<file path="config.mk">
export PLATFORM = sky130hd
export DESIGN_NAME = scroll_animator
export DESIGN_NICKNAME = d
export VERILOG_FILES = /design/src/rtl/scroll_pkg.sv /design/src/rtl/wrap_stepper.sv /design/src/rtl/scroll_animator.sv
export SDC_FILE = /design/constraint.sdc
export NUM_CORES = 1
export LEC_CHECK = 0
export ABC_AREA = 1
export CORE_UTILIZATION = 60
export DETAILED_ROUTE_END_ITERATION = 10
export GPL_TIMING_DRIVEN = 0
export PLACE_DENSITY = 0.81
export SLEW_MARGIN = 25
export SYNTH_ARGS = -nofsm -noshare
export SYNTH_HDL_FRONTEND = slang
export SYNTH_SLANG_ARGS = --single-unit
export TNS_END_PERCENT = 10
</file>
<file path="constraint.sdc">
create_clock -name clk -period 5.4 [get_ports clk]
set_input_delay 1.08 -clock clk [delete_from_list [all_inputs] [get_ports clk]]
set_output_delay 1.08 -clock clk [all_outputs]
set_load 0.01 [all_outputs]
</file>
<file path="src/rtl/scroll_pkg.sv">
// Shared constants for the sine-wave dodge scene: scroll geometry, player placement
// and the per-segment sine heights used by both the drawing stage and the animator.
package scroll_pkg;

    localparam int WRAP      = 400;
    localparam int BAR_WIDTH = 40;
    localparam int DOT_X     = 200;
    localparam int CENTER_Y  = 315;
    localparam int MAX_STEP  = 4;
    localparam int NUM_SEG   = 10;

    localparam int unsigned SINE_TBL [0:9] = '{50, 40, 30, 20, 10, 0, 10, 20, 30, 40};

    function automatic int unsigned sine_at(input logic [3:0] idx);
        if (idx <= 4'd9) begin
            return SINE_TBL[idx];
        end
        return 0;
    endfunction

endpackage

</file>
<file path="src/rtl/wrap_stepper.sv">
// Modular add/subtract of a small step (< MOD) with a single wrap correction;
// wrap_o flags that the correction fired (carry going forward, borrow in reverse).
module wrap_stepper
    import scroll_pkg::*;
#(
    parameter int MOD = 400,
    parameter int W   = 10
) (
    input  logic [W-1:0] val_i,
    input  logic [3:0]   step_i,
    input  logic         dir_i,
    output logic [W-1:0] val_o,
    output logic         wrap_o
);

    logic [W:0] sum;

    always_comb begin
        val_o  = val_i;
        wrap_o = 1'b0;
        sum    = {1'b0, val_i} + (W+1)'(step_i);
        if (!dir_i) begin
            if (sum >= (W+1)'(MOD)) begin
                val_o  = W'(sum - (W+1)'(MOD));
                wrap_o = 1'b1;
            end else begin
                val_o = sum[W-1:0];
            end
        end else begin
            if (val_i >= W'(step_i)) begin
                val_o = val_i - W'(step_i);
            end else begin
                val_o  = W'({1'b0, val_i} + (W+1)'(MOD) - (W+1)'(step_i));
                wrap_o = 1'b1;
            end
        end
    end

endmodule

</file>
<file path="src/rtl/scroll_animator.sv">
// Per-frame animation engine: advances the scroll offset and its sine phase on each
// vsync rising edge and eases the player sprite toward the sine height under it.
module scroll_animator
    import scroll_pkg::*;
#(
    parameter int WRAP      = scroll_pkg::WRAP,
    parameter int BAR_WIDTH = scroll_pkg::BAR_WIDTH,
    parameter int DOT_X     = scroll_pkg::DOT_X,
    parameter int CENTER_Y  = scroll_pkg::CENTER_Y,
    parameter int MAX_STEP  = scroll_pkg::MAX_STEP
) (
    input  logic       clk,
    input  logic       reset,
    input  logic       vsync,
    input  logic [3:0] speed,
    input  logic       direction,
    input  logic       pause,
    output logic [9:0] x_offset,
    output logic       game_started,
    output logic [9:0] player_y,
    output logic       frame_tick
);

    localparam int              BW        = $clog2(BAR_WIDTH);
    localparam int              SEG_RST_I = DOT_X / BAR_WIDTH;
    localparam logic [3:0]      SEG_RST   = 4'(SEG_RST_I);
    localparam logic [BW-1:0]   BAR_RST   = BW'(DOT_X - SEG_RST_I * BAR_WIDTH);
    localparam logic [9:0]      PY_RST    = 10'(CENTER_Y - int'(sine_at(SEG_RST)));
    localparam logic [3:0]      SEG_LAST  = 4'(NUM_SEG - 1);

    logic          vsync_q;
    logic          started_q, started_d;
    logic          tick_q, tick_d;
    logic [9:0]    xoff_q, xoff_d;
    logic [3:0]    seg_q, seg_d;
    logic [BW-1:0] bar_q, bar_d;
    logic [9:0]    py_q, py_d;

    logic          vsync_rise;
    logic [3:0]    step;
    logic [9:0]    xoff_next;
    logic [BW-1:0] bar_next;
    logic          bar_wrap;
    logic          x_wrap_unused;
    logic signed [10:0] target;

    function automatic logic [9:0] ease(input logic signed [10:0] tgt,
                                        input logic signed [10:0] cur);
        logic signed [10:0] diff;
        logic signed [10:0] lim;
        lim  = $signed(11'(MAX_STEP));
        diff = tgt - cur;
        if (diff > lim) begin
            return 10'(cur + lim);
        end else if (diff < -lim) begin
            return 10'(cur - lim);
        end
        return 10'(tgt);
    endfunction

    assign vsync_rise = vsync & ~vsync_q;
    assign step       = (speed == 4'd0) ? 4'd1 : speed;
    // Target comes from the phase before this edge's update, so the player lags a frame.
    assign target     = $signed(11'(CENTER_Y)) - $signed(11'(sine_at(seg_q)));

    wrap_stepper #(.MOD(WRAP), .W(10)) u_xoff_step (
        .val_i  (xoff_q),
        .step_i (step),
        .dir_i  (direction),
        .val_o  (xoff_next),
        .wrap_o (x_wrap_unused)
    );

    wrap_stepper #(.MOD(BAR_WIDTH), .W(BW)) u_bar_step (
        .val_i  (bar_q),
        .step_i (step),
        .dir_i  (direction),
        .val_o  (bar_next),
        .wrap_o (bar_wrap)
    );

    always_comb begin
        started_d = started_q;
        tick_d    = 1'b0;
        xoff_d    = xoff_q;
        seg_d     = seg_q;
        bar_d     = bar_q;
        py_d      = py_q;
        if (vsync_rise) begin
            tick_d = 1'b1;
            if (!started_q) begin
                started_d = 1'b1;
            end else if (!pause) begin
                xoff_d = xoff_next;
                bar_d  = bar_next;
                if (bar_wrap && !direction) begin
                    seg_d = (seg_q == SEG_LAST) ? 4'd0 : seg_q + 4'd1;
                end else if (bar_wrap && direction) begin
                    seg_d = (seg_q == 4'd0) ? SEG_LAST : seg_q - 4'd1;
                end
                py_d = ease(target, $signed({1'b0, py_q}));
            end
        end
    end

    // vsync history keeps tracking during reset so release never fakes an edge.
    always_ff @(posedge clk) begin
        vsync_q <= vsync;
        if (reset) begin
            started_q <= 1'b0;
            tick_q    <= 1'b0;
            xoff_q    <= 10'd0;
            seg_q     <= SEG_RST;
            bar_q     <= BAR_RST;
            py_q      <= PY_RST;
        end else begin
            started_q <= started_d;
            tick_q    <= tick_d;
            xoff_q    <= xoff_d;
            seg_q     <= seg_d;
            bar_q     <= bar_d;
            py_q      <= py_d;
        end
    end

    assign x_offset     = xoff_q;
    assign game_started = started_q;
    assign player_y     = py_q;
    assign frame_tick   = tick_q;

endmodule

</file>
== After elaboration in Yosys (flattened, before gate mapping) ==
Memories as Yosys holds them, arrays and structs flattened.
Index checks and enable logic that the tools add are counted.
Word-level totals
  flip-flop bits (word level): 33
  ROM bits: 512
  bits of input ports: 9
  output and inout port bits: 22
  word-level logic and storage cells: 73
  memories kept: 1
Cells by class
  $add $sub $neg: 16
  $lt $le $gt $ge: 8
  equality and inequality tests: 1
  mux-type cells: 28
  bitwise gates (word level): 4
  reduce and logical (&&, ||, !) cells: 8
Memory list
  (no name shown): depth 16, bits a word 32, rd ports 1, clocked after memory_dff 0, write ports 0, line scroll_pkg.sv:16  | return SINE_TBL[idx];
Operator list (count)
  $mux W10: 6
  $mux W11: 4
  $mux W4: 5
  $sub A10 B4 Y10: 2
  $mux W6: 3
  $sub A6 B4 Y6: 2
  $add A10 B4 Y11: 1
  $ge A11 B9 Y1 const B: 1
  $gt A11 B4 Y1 const B: 1
  $lt A11 B3 Y1 const B: 1
  $sub A10 B11 Y11 const A: 1
  $sub A11 B11 Y11: 1
  $add A10 B3 Y10 const B: 1
  $add A10 B9 Y10 const B: 1
  $ge A10 B4 Y1: 1
  $mux W1: 10
  $sub A10 B3 Y10 const B: 1
  $sub A10 B9 Y10 const B: 1
  $logic_not A4 Y1: 2
  $add A6 B4 Y7: 1
  $ge A7 B6 Y1 const B: 1
  $add A6 B6 Y6 const B: 1
  $ge A6 B4 Y1: 1
  $sub A6 B6 Y6 const B: 1
  other kinds (13): 15

== Depth between registers and ports, before layout ==
  depth in word-level cells: 15
  depth in mapped cells: 35
  mapped depth without buffers: 35

== Modules after synthesis ==
Synthesis repeated with hierarchy kept, for this count alone.
Second synthesis, totals
  cell total of the unflattened synthesis: 737
  area total of the unflattened synthesis: 4875.9 µm²
By module, submodules not included
  scroll_animator: times used 1, cells an instance 358, area an instance 2476.1 µm², sequential area each 660.6 µm²
  wrap_stepper at u_xoff_step: times used 1, cells an instance 243, area an instance 1526.5 µm², sequential area each 0.0 µm²
  wrap_stepper at u_bar_step: times used 1, cells an instance 136, area an instance 873.3 µm², sequential area each 0.0 µm²

== Worst setup path before layout ==
No wires, ideal clock.
  kind: register -> register
  from: register seg_q[0]
  to: register py_q[9], in the netlist player_y[9]
  library setup time: 70 ps
  data arrival time: 4322 ps
  data required time: 5330 ps
  slack: 1008 ps
  stages on the path, launching flop included: 30
  path buffers: 0
  period minus slack after synthesis: 4392 ps
  path through: dfxtp_1 inv_1 ha_1 nor3_1 o21ai_0 nand4_1 nand2_1 ha_1 a21oi_1 nor2_1 a211oi_1 nand2_2 a21boi_2 nor3_1 nand2_1 nand2_4 ha_1 a21oi_1 nand2_1 a21o_1 a21oi_1 nor2_1 o21ai_0 a21o_1 nand2_1 inv_1 nand2_1 nand2_1 nand3_1 a21oi_1
On the way
  longest elaborated chain between the ends: 15
  elaborated cells on any way between the ends: 19
  classes of those cells: add/sub: 2; order compare: 3; mux: 12; bitwise: 1; memory: 1
RTL lines
  start, declared: line scroll_animator.sv:35  | logic [3:0] seg_q, seg_d;
  start signal, assigned: line scroll_animator.sv:120  | seg_q <= seg_d;
  $not A4 Y5 (implied by the code): line scroll_pkg.sv:16
  $mem_v2 Z16 W32
  $mux W11 (implied by the code) (2 in a row): line scroll_pkg.sv:16
  $mux W11: line scroll_pkg.sv:15  | if (idx <= 4'd9) begin
  $mux W11 (*): line scroll_pkg.sv:18  | return 0;
  $sub A10 B11 Y11 (*): line scroll_animator.sv:64  | assign target = $signed(11'(CENTER_Y)) - $signed(11'(sine_at(seg_q)));
  $sub A11 B11 Y11: line scroll_animator.sv:52  | diff = tgt - cur;
  $lt A11 B3 Y1: line scroll_animator.sv:55  | end else if (diff < -lim) begin
  $mux W1: line scroll_animator.sv:55
  $mux W1: line scroll_animator.sv:53  | if (diff > lim) begin
  $mux W1: line scroll_animator.sv:93  | end else if (!pause) begin
  $mux W1: line scroll_animator.sv:91  | if (!started_q) begin
  $mux W1: line scroll_animator.sv:89  | if (vsync_rise) begin
  $mux W10 (*): line scroll_animator.sv:58  | return 10'(tgt);
  end signal, assigned: line scroll_animator.sv:122  | py_q <= py_d;
  end, declared: line scroll_animator.sv:37  | logic [9:0] py_q, py_d;
Every way passes the cells marked *; elsewhere a longest branch is shown, timed or not. The select of a mux whose other input is x is not followed.
A chain may end at the register's enable or synchronous reset.

== Worst setup path in the final report ==
Ends and elaborated chain as after synthesis.

==> impl_metrics.tcl <==
set metrics [dict create \
    outcome "complete, no violations" \
    grt_antenna_before_repair 0 \
    synth_flop_cell "dfxtp_1" \
    gp_congestion 0.899 \
    cts_setup_buffers 0 \
    dieWidth_um 86.6 \
    cp-end-kind "flip-flop" \
    cp-start-kind "flip-flop" \
    synth-warning-count 0 \
    clock.fmax_ghz 0.203 \
    crit_top_cell "nand2_1" \
    slowest_delay_ps 410 \
    clkSinkCount 33 \
    final_area_mm2 0.00482 \
    arrival_ps 5140 \
    min_path_type "reg2reg" \
    synth_seq_area_share_pct 15.4 \
    worst_slack_ps 478 \
    cts_tree "yes" \
    ant_nets 0 \
    clockPowerShare_pct 27.0 \
    hpwl_um 8300 \
    core-area_mm2 0.00687 \
    clkTransAtPathRegs_ps 80 \
    ys_async_sr_fraction_pct 0 \
    hold_viol_final 0 \
    grt_pass1_vias 3973 \
    avgSynthCellArea_um2 6.73 \
    synthDistinctLibCells 46 \
    synthDominantCellAreaShare_pct 17.5 \
    synth_cells 638 \
    required_ps 5620 \
    skew_ps 7.00 \
    dp.cells 765 \
    wl_per_cell_um 13.3 \
    power_density_mw_per_mm2 144 \
    die-area_mm2 0.00750 \
    crit_family "simple AND/OR/NAND/NOR gates" \
    setup_viol 0 \
    start_util_pct 62.5 \
    vias 4166 \
    cp_slowest_cell "dfxtp_2" \
    synth_edf_count 0 \
    power_mw 0.695 \
    grt_max_degree 12 \
    clock_path_buffers 2 \
    drive_above_1_share_pct 8.86 \
    min_period_ps 4920 \
    tns_ps 0 \
    p_leak_nw 2.38 \
    drv_slew 0 \
    grtUsageTotal_pct 29.4 \
    grt_setup_unrepaired "no" \
    grt_first_pass_wirelength_um 17400 \
    dp_slack_ps 124 \
    vias_per_cell 5.39 \
    cts_htree_levels 2 \
    cts.hold.buffers_added 0 \
    yosysTopAreaCell "ha_1" \
    tightestPinTransition_ps 515 \
    clock_latency_ps 290 \
    final_cells 773 \
    path_class "reg2reg" \
    io_buffers 29 \
    crit_fanout 11 \
    switching_power_mw 0.260 \
    cts-resized-gates 0 \
    diodes 0 \
    rows 30 \
    wl_um 10300 \
    drcViolationCount 0 \
    grt-ovfl-total 0 \
    worstPathBufferInverterCount 2 \
    synth-seq-cells 33 \
    p_int_mw 0.435 \
    slew_headroom_pct 65.7 \
    holdWs_ps 476 \
    fin_nets 756 \
    num_io_pins 31 \
    cts-root-buf "clkbuf_8" \
    place_area_mm2 0.00471 \
    cts_made_buffers 5 \
    netSwitchingFraction_pct 37.4 \
    syn_area_mm2 0.00429 \
    drtIter0Drc 163 \
    layout_worst_path_cycle_share_pct 91.2 \
    p_seq_share_pct 36.7 \
    power_frac_comb_pct 36.2 \
    cap_violations 0 \
    synthTopCellsByArea "ha_1, dfxtp_1, nand2_1" \
    die_height_um 86.6 \
    drt-pass1-iter-count 5 \
    area_growth_pct 12.3 \
    ir_drop_mv 0.0960 \
    post-route-util_pct 70.2 \
]
power by group through the flow:
| stage | clock network [mW] | logic [mW] | registers, mW |
|---|---|---|---|
| floorplan | 0 | 0.188 | 0.261 |
| global placement | 0 | 0.238 | 0.261 |
| detailed placement | 0 | 0.247 | 0.261 |
| CTS | 0.189 | 0.248 | 0.255 |
| global route | 0.200 | 0.286 | 0.256 |
| finish | 0.188 | 0.252 | 0.256 |
synth_stat cells (2+ instances only):
library cell,instances
a211o_1,2
a211oi_1,4
nand3_2,3
clkbuf_1,9
a21o_1,3
nand2_1,123
dfxtp_1,33
nor3_1,5
nand3_1,43
a21oi_2,2
ha_1,60
o21ai_0,44
buf_2,2
inv_1,96
o21ai_1,7
nand2_2,12
nor2_4,3
o211ai_1,5
nor2_2,3
a31oi_1,8
nand4_1,3
nor2_1,48
conb_1,2
a221oi_1,5
fa_1,11
inv_4,2
xor2_1,25
buf_6,2
inv_2,5
xnor2_1,5
nand2_4,4
nand3b_1,2
a21oi_1,44
flip-flops by register name (all words and copies together) (netlist names):
register,count
frame_tick,1
seg_q,4
game_started,1
player_y,10
bar_q,6
vsync_q,1
x_offset,10
routing by layer:
layer | share of wire, % | global-route usage [%]
met4 | 1.8 | 9.09
met3 | 4.3 | 4.19
met5 | 0 | 0
met1 | 44 | 35.0
met2 | 50 | 54.2
placed cells by master (no fill, tap or decap), drive strengths merged, types with 6 or more instances in the layout:
cell type | netlist | layout
dfxtp | 33 | 33
clkbuf | 9 | 14
xor2 | 25 | 25
nand2 | 139 | 139
inv | 103 | 103
o211ai | 6 | 6
nand3 | 47 | 47
ha | 60 | 60
o21ai | 51 | 51
a21oi | 47 | 47
a31oi | 8 | 8
clkdlybuf4s50 | 0 | 29
nor2 | 54 | 54
fa | 11 | 11
worst paths after layout:
kind,slack [ps],cells past startpoint,start,end
worst min register to register,480,2,game_started,game_started
worst max-delay path,480,31,seg_q[0],player_y[9]
worst min-delay path,480,2,game_started,game_started
worst max register to register,480,31,seg_q[0],player_y[9]
worst min-delay path, delay by kind of cell (launching register included):
family	cells	cell delay, ps
DFF	1	310
AOI/OAI and AO/OA	1	60
buffers and inverters	1	60
cell families (layout without fill, tap and decap cells):
family	after synthesis	in the layout	share of synthesized area [%]
flip-flops	33	33	15.4
other	2	4	0.175
buffers and inverters	118	155	10.9
adder cells (fa/ha/maj)	71	71	22.6
XOR/XNOR	30	30	6.12
AO/OA/AOI/OAI	132	132	18.0
AND/OR/NAND/NOR	252	252	26.8
area by class of cell:
type	instances	area, µm²
plain buffers	14	73.8
clock buffers	5	68.8
clock inverters	3	17.5
fillers	623	2050
inverters	104	395
multi-input cells	489	3190
flip-flops and latches	33	663
well taps	96	120
repair buffers	29	290
Note: power is estimated with default switching activity, not from simulation.
